File: config.mk
export PLATFORM = sky130hd
export DESIGN_NAME = elevator_sequencer
export DESIGN_NICKNAME = d
export VERILOG_FILES = /design/src/rtl/elevator_sequencer.sv
export SDC_FILE = /design/constraint.sdc
export NUM_CORES = 1
export LEC_CHECK = 0
export CAP_MARGIN = 20
export CELL_PAD_IN_SITES_DETAIL_PLACEMENT = 2
export CELL_PAD_IN_SITES_GLOBAL_PLACEMENT = 2
export CORE_MARGIN = 2
export CORE_UTILIZATION = 31
export CTS_CLUSTER_DIAMETER = 50
export CTS_CLUSTER_SIZE = 12
export DETAILED_ROUTE_END_ITERATION = 10
export GPL_TIMING_DRIVEN = 0
export HOLD_SLACK_MARGIN = 0.05
export PLACE_DENSITY_LB_ADDON = 0.1
export SLEW_MARGIN = 20
export SYNTH_ARGS = -nofsm -noshare
export SYNTH_HDL_FRONTEND = slang
export SYNTH_SLANG_ARGS = --single-unit
File: constraint.sdc
create_clock -name clk -period 2.6 [get_ports clk]
set_input_delay 0.65 -clock clk [delete_from_list [all_inputs] [get_ports clk]]
set_output_delay 0.65 -clock clk [all_outputs]
set_load 0.05 [all_outputs]
File: src/rtl/elevator_sequencer.sv
`default_nettype none
// ============================================================================
// Module   : elevator_sequencer
// Purpose  : Sequential controller for a 3-floor single-car elevator. Latches
//            hall/car calls, tracks car position, door and direction, times
//            door dwell and travel, and serves calls in SCAN order.
// Ports    : clk, reset_n (async active-low)
//            button_up/button_down/button_in [2:0] : call buttons per floor
//            floor[1:0], half                      : car position
//            door_open, dir[1:0]                   : door / travel direction
//            pending_up/down/in [2:0]              : latched calls
//            busy                                  : not idle
// Revision : 1.0 - initial release
// ============================================================================
module elevator_sequencer #(
   parameter int DOOR_CYCLES   = 4,
   parameter int TRAVEL_CYCLES = 2
) (
   input  logic       clk,
   input  logic       reset_n,
   input  logic [2:0] button_up,
   input  logic [2:0] button_down,
   input  logic [2:0] button_in,
   output logic [1:0] floor,
   output logic       half,
   output logic       door_open,
   output logic [1:0] dir,
   output logic [2:0] pending_up,
   output logic [2:0] pending_down,
   output logic [2:0] pending_in,
   output logic       busy
);

   localparam int c_DOOR_W   = $clog2(DOOR_CYCLES + 1);
   localparam int c_TRAVEL_W = $clog2(TRAVEL_CYCLES + 1);
   localparam logic [c_DOOR_W-1:0]   c_DOOR_LOAD   = c_DOOR_W'(DOOR_CYCLES);
   localparam logic [c_DOOR_W-1:0]   c_DOOR_ONE    = c_DOOR_W'(1);
   localparam logic [c_TRAVEL_W-1:0] c_TRAVEL_LOAD = c_TRAVEL_W'(TRAVEL_CYCLES);
   localparam logic [c_TRAVEL_W-1:0] c_TRAVEL_ONE  = c_TRAVEL_W'(1);

   localparam logic [1:0] c_DIR_STOP = 2'b00;
   localparam logic [1:0] c_DIR_UP   = 2'b01;
   localparam logic [1:0] c_DIR_DOWN = 2'b10;

   typedef enum logic [1:0] {
      ST_AT_FLOOR = 2'd0,
      ST_OPEN     = 2'd1,
      ST_MOVE     = 2'd2
   } state_t;

   state_t                r_state;
   logic [1:0]            r_floor;
   logic                  r_half;
   logic                  r_door_open;
   logic [1:0]            r_dir;
   logic [2:0]            r_pend_up;
   logic [2:0]            r_pend_down;
   logic [2:0]            r_pend_in;
   logic [c_DOOR_W-1:0]   r_door_timer;
   logic [c_TRAVEL_W-1:0] r_travel_timer;

   logic [2:0] w_btn_up, w_btn_down;
   logic [2:0] w_req, w_here;
   logic       w_above, w_below, w_ahead;
   logic [1:0] w_eff_dir;
   logic       w_stop;
   logic [2:0] w_clr_up, w_clr_down;
   logic [2:0] w_hold_up, w_hold_down, w_hold_in;
   logic       w_hold;
   logic [2:0] w_set_up, w_set_down, w_set_in;

   // No up call exists at the top floor, no down call at the bottom floor.
   assign w_btn_up   = button_up   & 3'b011;
   assign w_btn_down = button_down & 3'b110;

   assign w_req  = r_pend_in | r_pend_up | r_pend_down;
   assign w_here = 3'b001 << r_floor;

   always_comb begin
      w_above = 1'b0;
      w_below = 1'b0;
      case (r_floor)
         2'd0: w_above = |w_req[2:1];
         2'd1: begin
            w_above = w_req[2];
            w_below = w_req[0];
         end
         2'd2: w_below = |w_req[1:0];
         default: ;
      endcase
   end

   assign w_ahead   = (r_dir == c_DIR_UP)   ? w_above :
                      (r_dir == c_DIR_DOWN) ? w_below : 1'b0;
   assign w_eff_dir = w_ahead ? r_dir : c_DIR_STOP;

   // A hall call is served only if the car will not be leaving against it.
   assign w_clr_up   = (w_eff_dir != c_DIR_DOWN) ? w_here : 3'b000;
   assign w_clr_down = (w_eff_dir != c_DIR_UP)   ? w_here : 3'b000;
   assign w_stop     = |((r_pend_in & w_here) | (r_pend_up & w_clr_up) |
                         (r_pend_down & w_clr_down));

   // While the door is open, a press that would be served here keeps the
   // door open instead of being latched.
   assign w_hold_in   = button_in & w_here;
   assign w_hold_up   = (r_dir != c_DIR_DOWN) ? (w_btn_up & w_here)   : 3'b000;
   assign w_hold_down = (r_dir != c_DIR_UP)   ? (w_btn_down & w_here) : 3'b000;
   assign w_hold      = (r_state == ST_OPEN) &&
                        (|(w_hold_in | w_hold_up | w_hold_down));

   assign w_set_in   = (r_state == ST_OPEN) ? (button_in  & ~w_hold_in)   : button_in;
   assign w_set_up   = (r_state == ST_OPEN) ? (w_btn_up   & ~w_hold_up)   : w_btn_up;
   assign w_set_down = (r_state == ST_OPEN) ? (w_btn_down & ~w_hold_down) : w_btn_down;

   always_ff @(posedge clk or negedge reset_n) begin
      if (!reset_n) begin
         r_state        <= ST_AT_FLOOR;
         r_floor        <= 2'd0;
         r_half         <= 1'b0;
         r_door_open    <= 1'b0;
         r_dir          <= c_DIR_STOP;
         r_pend_up      <= 3'b000;
         r_pend_down    <= 3'b000;
         r_pend_in      <= 3'b000;
         r_door_timer   <= '0;
         r_travel_timer <= '0;
      end else begin
         r_pend_up   <= r_pend_up   | w_set_up;
         r_pend_down <= r_pend_down | w_set_down;
         r_pend_in   <= r_pend_in   | w_set_in;
         case (r_state)
            ST_AT_FLOOR: begin
               if (w_stop) begin
                  r_state      <= ST_OPEN;
                  r_door_open  <= 1'b1;
                  r_dir        <= w_eff_dir;
                  r_door_timer <= c_DOOR_LOAD;
                  // A new press on this edge wins over the clear.
                  r_pend_in    <= (r_pend_in   & ~w_here)     | w_set_in;
                  r_pend_up    <= (r_pend_up   & ~w_clr_up)   | w_set_up;
                  r_pend_down  <= (r_pend_down & ~w_clr_down) | w_set_down;
               end else if (w_eff_dir != c_DIR_STOP) begin
                  r_state        <= ST_MOVE;
                  r_travel_timer <= c_TRAVEL_LOAD;
               end else if (w_above) begin
                  r_dir          <= c_DIR_UP;
                  r_state        <= ST_MOVE;
                  r_travel_timer <= c_TRAVEL_LOAD;
               end else if (w_below) begin
                  r_dir          <= c_DIR_DOWN;
                  r_state        <= ST_MOVE;
                  r_travel_timer <= c_TRAVEL_LOAD;
               end else begin
                  r_dir <= c_DIR_STOP;
               end
            end
            ST_OPEN: begin
               if (w_hold) begin
                  r_door_timer <= c_DOOR_LOAD;
               end else if (r_door_timer <= c_DOOR_ONE) begin
                  r_door_timer <= '0;
                  r_door_open  <= 1'b0;
                  r_state      <= ST_AT_FLOOR;
               end else begin
                  r_door_timer <= r_door_timer - 1'b1;
               end
            end
            ST_MOVE: begin
               if (r_travel_timer <= c_TRAVEL_ONE) begin
                  if (!r_half) begin
                     r_half         <= 1'b1;
                     r_travel_timer <= c_TRAVEL_LOAD;
                  end else begin
                     r_half         <= 1'b0;
                     r_travel_timer <= '0;
                     r_state        <= ST_AT_FLOOR;
                     if (r_dir == c_DIR_UP && r_floor < 2'd2)
                        r_floor <= r_floor + 1'b1;
                     else if (r_dir == c_DIR_DOWN && r_floor > 2'd0)
                        r_floor <= r_floor - 1'b1;
                  end
               end else begin
                  r_travel_timer <= r_travel_timer - 1'b1;
               end
            end
            default: r_state <= ST_AT_FLOOR;
         endcase
      end
   end

   assign floor        = r_floor;
   assign half         = r_half;
   assign door_open    = r_door_open;
   assign dir          = r_dir;
   assign pending_up   = r_pend_up;
   assign pending_down = r_pend_down;
   assign pending_in   = r_pend_in;
   assign busy         = (r_state != ST_AT_FLOOR) || (|w_req);

endmodule
`default_nettype wire

# After elaboration in Yosys (flattened, before gate mapping)
# Cells that the tools add are included.
totals:
  register_bits: 22
  input_bits: 11
classes:
  order_cmp: 4
  shift: 1
  reduce_logical: 23
  add_sub_neg: 4
  n_mux: 46
  bitwise_logic: 30
  eq_ne: 19
ops:
  columns: ["cell", "count"]
  rows:
  - ["$mux 3", 16]
  - ["$mux 2", 18]
  - ["$or 3x3->3", 12]
  - ["$and 3x3->3", 10]
  - ["$not 3->3", 6]
  - ["$ne 2x2->1 const B", 8]
  - ["$reduce_bool 2->1", 5]
  - ["$reduce_or 3->1", 3]
  - ["$reduce_and 4->1", 2]
  - ["$and 2x3->3", 2]
  - ["$eq 2x1->1 const B", 3]
  - ["$eq 2x2->1 const B", 3]
  - ["$mux 1", 6]
  - ["$ne 2x1->1 const B", 3]
  - ["$pmux 1 s2", 3]
  - ["$pmux 2 s3", 1]
  - ["$pmux 3 s2", 1]
  - ["$reduce_and 2->1", 3]
  - ["$ne 5x5->1 const B", 1]
  - ["$reduce_and 5->1", 1]
  - ["$logic_not 2->1", 2]
  - ["$ne 4x4->1 const B", 1]
  - ["$pmux 2 s2", 1]
  - ["$reduce_or 2->1", 2]
  - ["other kinds (11)", 14]

# Logic depth before layout (Yosys ltp)
logic_depth:
  ltp_word: 15
  ltp_mapped: 8
  ltp_nobuf: 7

# Worst setup path after synthesis
# No wires, ideal clock.
synth_timing:
  path_type: "register to register"
  startpoint: "register r_floor[0] (netlist: floor[0])"
  endpoint: "register r_door_timer[2]"
  path_buffers: 1
  arrival_time_ns: 2.218
  t_required_ns: 2.474
  setup_slack_ns: 0.256
  setup_ns: 0.126
  synth_period_minus_slack_ns: 2.344
  stages_incl_launch_ff: 8
  path_cell_list: "dfrtp_1 -> inv_1 -> ha_1 -> buf_2 -> a22o_1 -> a222oi_1 -> o211ai_1 -> o32a_1"
synth_via:
  elab_chain_cells: 13
synth_rtl:
  columns: ["item", "line", "rtl"]
  rows:
  - ["from (decl)", "52", "logic [1:0] r_floor;"]
  - ["from (signal assigned)", "178", "r_floor <= r_floor + 1'b1;"]
  - ["from (signal assigned)", "180", "r_floor <= r_floor - 1'b1;"]
  - ["$eq 2x2->1 or $eq 2x1->1 (tied branches)", "82", "case (r_floor)"]
  - ["$pmux 1 s2", "82", null]
  - ["$mux 1", "94", "(r_dir == c_DIR_DOWN) ? w_below : 1'b0;"]
  - ["$mux 1", "93", "assign w_ahead = (r_dir == c_DIR_UP) ? w_above :"]
  - ["$mux 2", "95", "assign w_eff_dir = w_ahead ? r_dir : c_DIR_STOP;"]
  - ["$ne 2x2->1", "98", "assign w_clr_up = (w_eff_dir != c_DIR_DOWN) ? w_here : 3'b000;"]
  - ["$mux 3", "98", null]
  - ["$and 3x3->3", "100", "assign w_stop = |((r_pend_in & w_here) | (r_pend_up & w_clr_up) |"]
  - ["$or 3x3->3 (2 in a row)", "100", null]
  - ["$reduce_or 3->1", "100", null]
  - ["$ne 2x2->1 (no line)", null, null]
  - ["$reduce_and 2->1 (no line)", null, null]
  - ["to (signal assigned)", "137", "r_door_timer <= c_DOOR_LOAD;"]
  - ["to (signal assigned)", "159", "r_door_timer <= c_DOOR_LOAD;"]
  - ["to (signal assigned)", "165", "r_door_timer <= r_door_timer - 1'b1;"]
  - ["to (decl)", "59", "logic [c_DOOR_W-1:0] r_door_timer;"]
# Parallel ways exist; a longest one is shown, timed or not.
# A chain may end at the register's enable or synchronous reset.

# Worst setup path after layout
layout_timing:
  startpoint: "register r_pend_in[2] (netlist: pending_in[2])"
  endpoint: "output busy"
layout_via:
  elab_chain_cells: 4
layout_rtl:
  columns: ["item", "line", "rtl"]
  rows:
  - ["from (decl)", "58", "logic [2:0] r_pend_in;"]
  - ["from (signal assigned)", "130", "r_pend_in <= r_pend_in | w_set_in;"]
  - ["from (signal assigned)", "139", "r_pend_in <= (r_pend_in & ~w_here) | w_set_in;"]
  - ["$or 3x3->3 (2 in a row)", "76", "assign w_req = r_pend_in | r_pend_up | r_pend_down;"]
  - ["$reduce_or 3->1", "198", "assign busy = (r_state != ST_AT_FLOOR) || (|w_req);"]
  - ["$logic_or 1x1->1", "198", null]
  - ["to (decl)", "31", "output logic busy"]
# Every way passes these cells.

==> flow_metrics.tcl <==
set metrics [dict create \
    status "completed" \
    cp-start-kind "flip-flop" \
    period_share_pct 95.2 \
    pwr-share-comb_pct 45.1 \
    core_sq_um 4350 \
    power_leakage_uw 0.000729 \
    avgSynthCellArea_sq_um 9.08 \
    netlist_area_sq_um 1410 \
    ys_top_cells_by_area "dfrtp_1, ha_1, nor2_1" \
    grt_max_degree 23 \
    via_per_inst 5.85 \
    post_cts_buffers 0 \
    track_usage_pct 20.1 \
    netSwitchingFraction_pct 43.3 \
    numPortBuffers 24 \
    period_needed_ps 2480 \
    hold_path_class "in2async" \
    vias 1375 \
    clock-root-buffer "clkbuf_8" \
    cp-end-kind "output pin" \
    clk_pin_slew_ps 90 \
    cts.sinks 22 \
    synth_top_area_share_pct 39.1 \
    antenna_found_initial 0 \
    hpwl_um 3550 \
    gp_congestion 0.865 \
    synthArstFlopShare_pct 100 \
    drc 0 \
    slew_violations 0 \
    cp.required_ps 1950 \
    area_growth_syn_to_layout_pct 25.5 \
    diodes 0 \
    cts_max_path_buffers 2 \
    max_freq_mhz 404 \
    clk_latency_ps 270 \
    ios 27 \
    yosysMostFrequentCell "dfrtp_1" \
    p_per_area_nw_per_um2 778 \
    netlist-cell-type-count 50 \
    die_x_um 71.4 \
    dr.pass1.iters 10 \
    drtIter0Drc 84 \
    internal-power_uw 779 \
    maxCapViolations 0 \
    p_seq_share_pct 36.2 \
    maxSlewHeadroom_pct 53.9 \
    drive_above_1_share_pct 9.29 \
    fin_util_pct 40.6 \
    grt_first_pass_wirelength_um 7950 \
    rsz0062_at_grt "no" \
    dieArea_sq_um 5100 \
    die_height_um 71.4 \
    cts_tree "done" \
    h-tree-depth 1 \
    start_util_pct 32.3 \
    finalHoldViolCount 0 \
    netSwitchingPower_uw 596 \
    synth_top_area_cell "dfrtp_1" \
    grt_pass1_vias 1490 \
    final_cells 235 \
    wirelength_um 4750 \
    rows 24 \
    fin_worst_skew_ps 3.14 \
    pre_cts_ws_ps 35.6 \
    synth_nets 171 \
    cp_max_fo 6 \
    p_clk_share_pct 18.8 \
    synth_common_cells "dfrtp_1, nor2_1, nand2_1, inv_1, o21ai_0" \
    fill_cells 499 \
    yosys_register_bits 22 \
    wire_per_inst_um 20.2 \
    setup_viol 0 \
    ys_warn_count 0 \
    regArea_sq_um 551 \
    fin_nets 200 \
    multi_input_area_sq_um 797 \
    dp_cells 231 \
    numCtsBuffers 3 \
    critPathArrivalTime_ps 1830 \
    synth_flop_cell "dfrtp_1" \
    yosysSeqAreaShare_pct 39.1 \
    critPathKind "reg2out" \
    synth-edff-count 0 \
    vdd_ir_drop_max_v 0.000255 \
    ant_nets 0 \
    tns_ps 0 \
    setup_slack_ps 124 \
    syn_inst 155 \
    tightestPinTransition_ps 686 \
    grt_overflow_total 0 \
]
state kept, by name, indices dropped and copies added (netlist names):
register,flops
pending_in,3
half,1
floor,2
dir,2
r_door_timer,3
pending_down,3
door_open,1
r_state,2
r_travel_timer,2
pending_up,3
worst paths after layout:
kind | from | to | slack, ps | depth (start not counted)
max in group asynchronous | reset_n | pending_in[2]$_DFF_PN0_ | 1880 | 1
worst max register to register | floor[1]$_DFFE_PN0P_ | dir[0]$_DFFE_PN0P_ | 260 | 7
worst max-delay path | pending_in[2]$_DFF_PN0_ | busy | 120 | 3
worst min register to register | half$_DFFE_PN0P_ | half$_DFFE_PN0P_ | 500 | 1
min in group clk | half$_DFFE_PN0P_ | half$_DFFE_PN0P_ | 500 | 1
worst min-delay path | reset_n | r_door_timer[0]$_DFFE_PN0P_ | 360 | 1
placed cells by master, fill, tap and decap left out, types with 4 or more instances in the layout:
cell / netlist / layout
ha_1: 5 / 5
a31oi_1: 4 / 4
o22ai_1: 4 / 4
a222oi_1: 4 / 4
dfrtp_1: 22 / 22
o21ai_0: 9 / 9
inv_1: 12 / 12
clkbuf_8: 0 / 4
clkdlybuf4s50_1: 0 / 22
nor2_1: 15 / 15
nand2_1: 13 / 12
nand2b_1: 7 / 7
nor3_1: 5 / 5
area by class of cell:
class,count,share of cell area [%]
well taps,52,3.68
repair buffers,24,13.4
multi-input cells,118,45.1
inverters,12,2.55
plain buffers,3,0.992
clock buffers,4,3.12
flip-flops and latches,22,31.2
worst max-delay path: stages (launching register included):
cell and delay, ps:
dfrtp_1 460, nor3_1 520, nand3_1 200, clkdlybuf4s15_2 370
power by group through the flow:
stage | clock, uW | sequential (uW) | combinational [uW]
2_1_floorplan | 0 | 602 | 304
6_report | 258 | 497 | 620
3_3_place_gp | 0 | 495 | 591
3_5_place_dp | 0 | 505 | 622
4_1_cts | 268 | 498 | 626
5_1_grt | 286 | 515 | 680
logic make-up (layout without fill, tap and decap cells):
group	Yosys count	in the layout	share of synthesized area (%)
flip-flops	22	22	39.1
XOR/XNOR	2	2	1.24
AND/OR/NAND/NOR	55	55	19.2
multiplexers	3	3	2.22
AO/OA/AOI/OAI	53	53	29.3
adder cells (fa/ha/maj)	5	5	4.44
buffers and inverters	15	43	4.44
what timing repair did:
item,4_1_cts,5_1_grt
resized for setup,3,1
setup endpoints to repair,1,1
endpoints found under the hold margin,0,0
hold buffers,0,0
gates cloned,0,0
stage by stage:
stage | hold slack, ps | cell area (sq um) | power, uW
floorplan | 354 | 1410 | 907
global placement | 485 | 1710 | 1090
global route | 383 | 1770 | 1480
finish | 361 | 1770 | 1370
CTS | 504 | 1770 | 1390
detailed placement | 486 | 1710 | 1130
per-layer routing:
layer  global-route usage (%)  part of all wire, %  vias to the layer above
li1                         -                    -                      641
met1                     27.3                   47                      702
met2                     34.4                   49                       28
met3                     2.39                  2.7                        4
met4                     4.40                 0.80                        0
met5                        0                    0                        -
(Power assumes the default switching activity.)
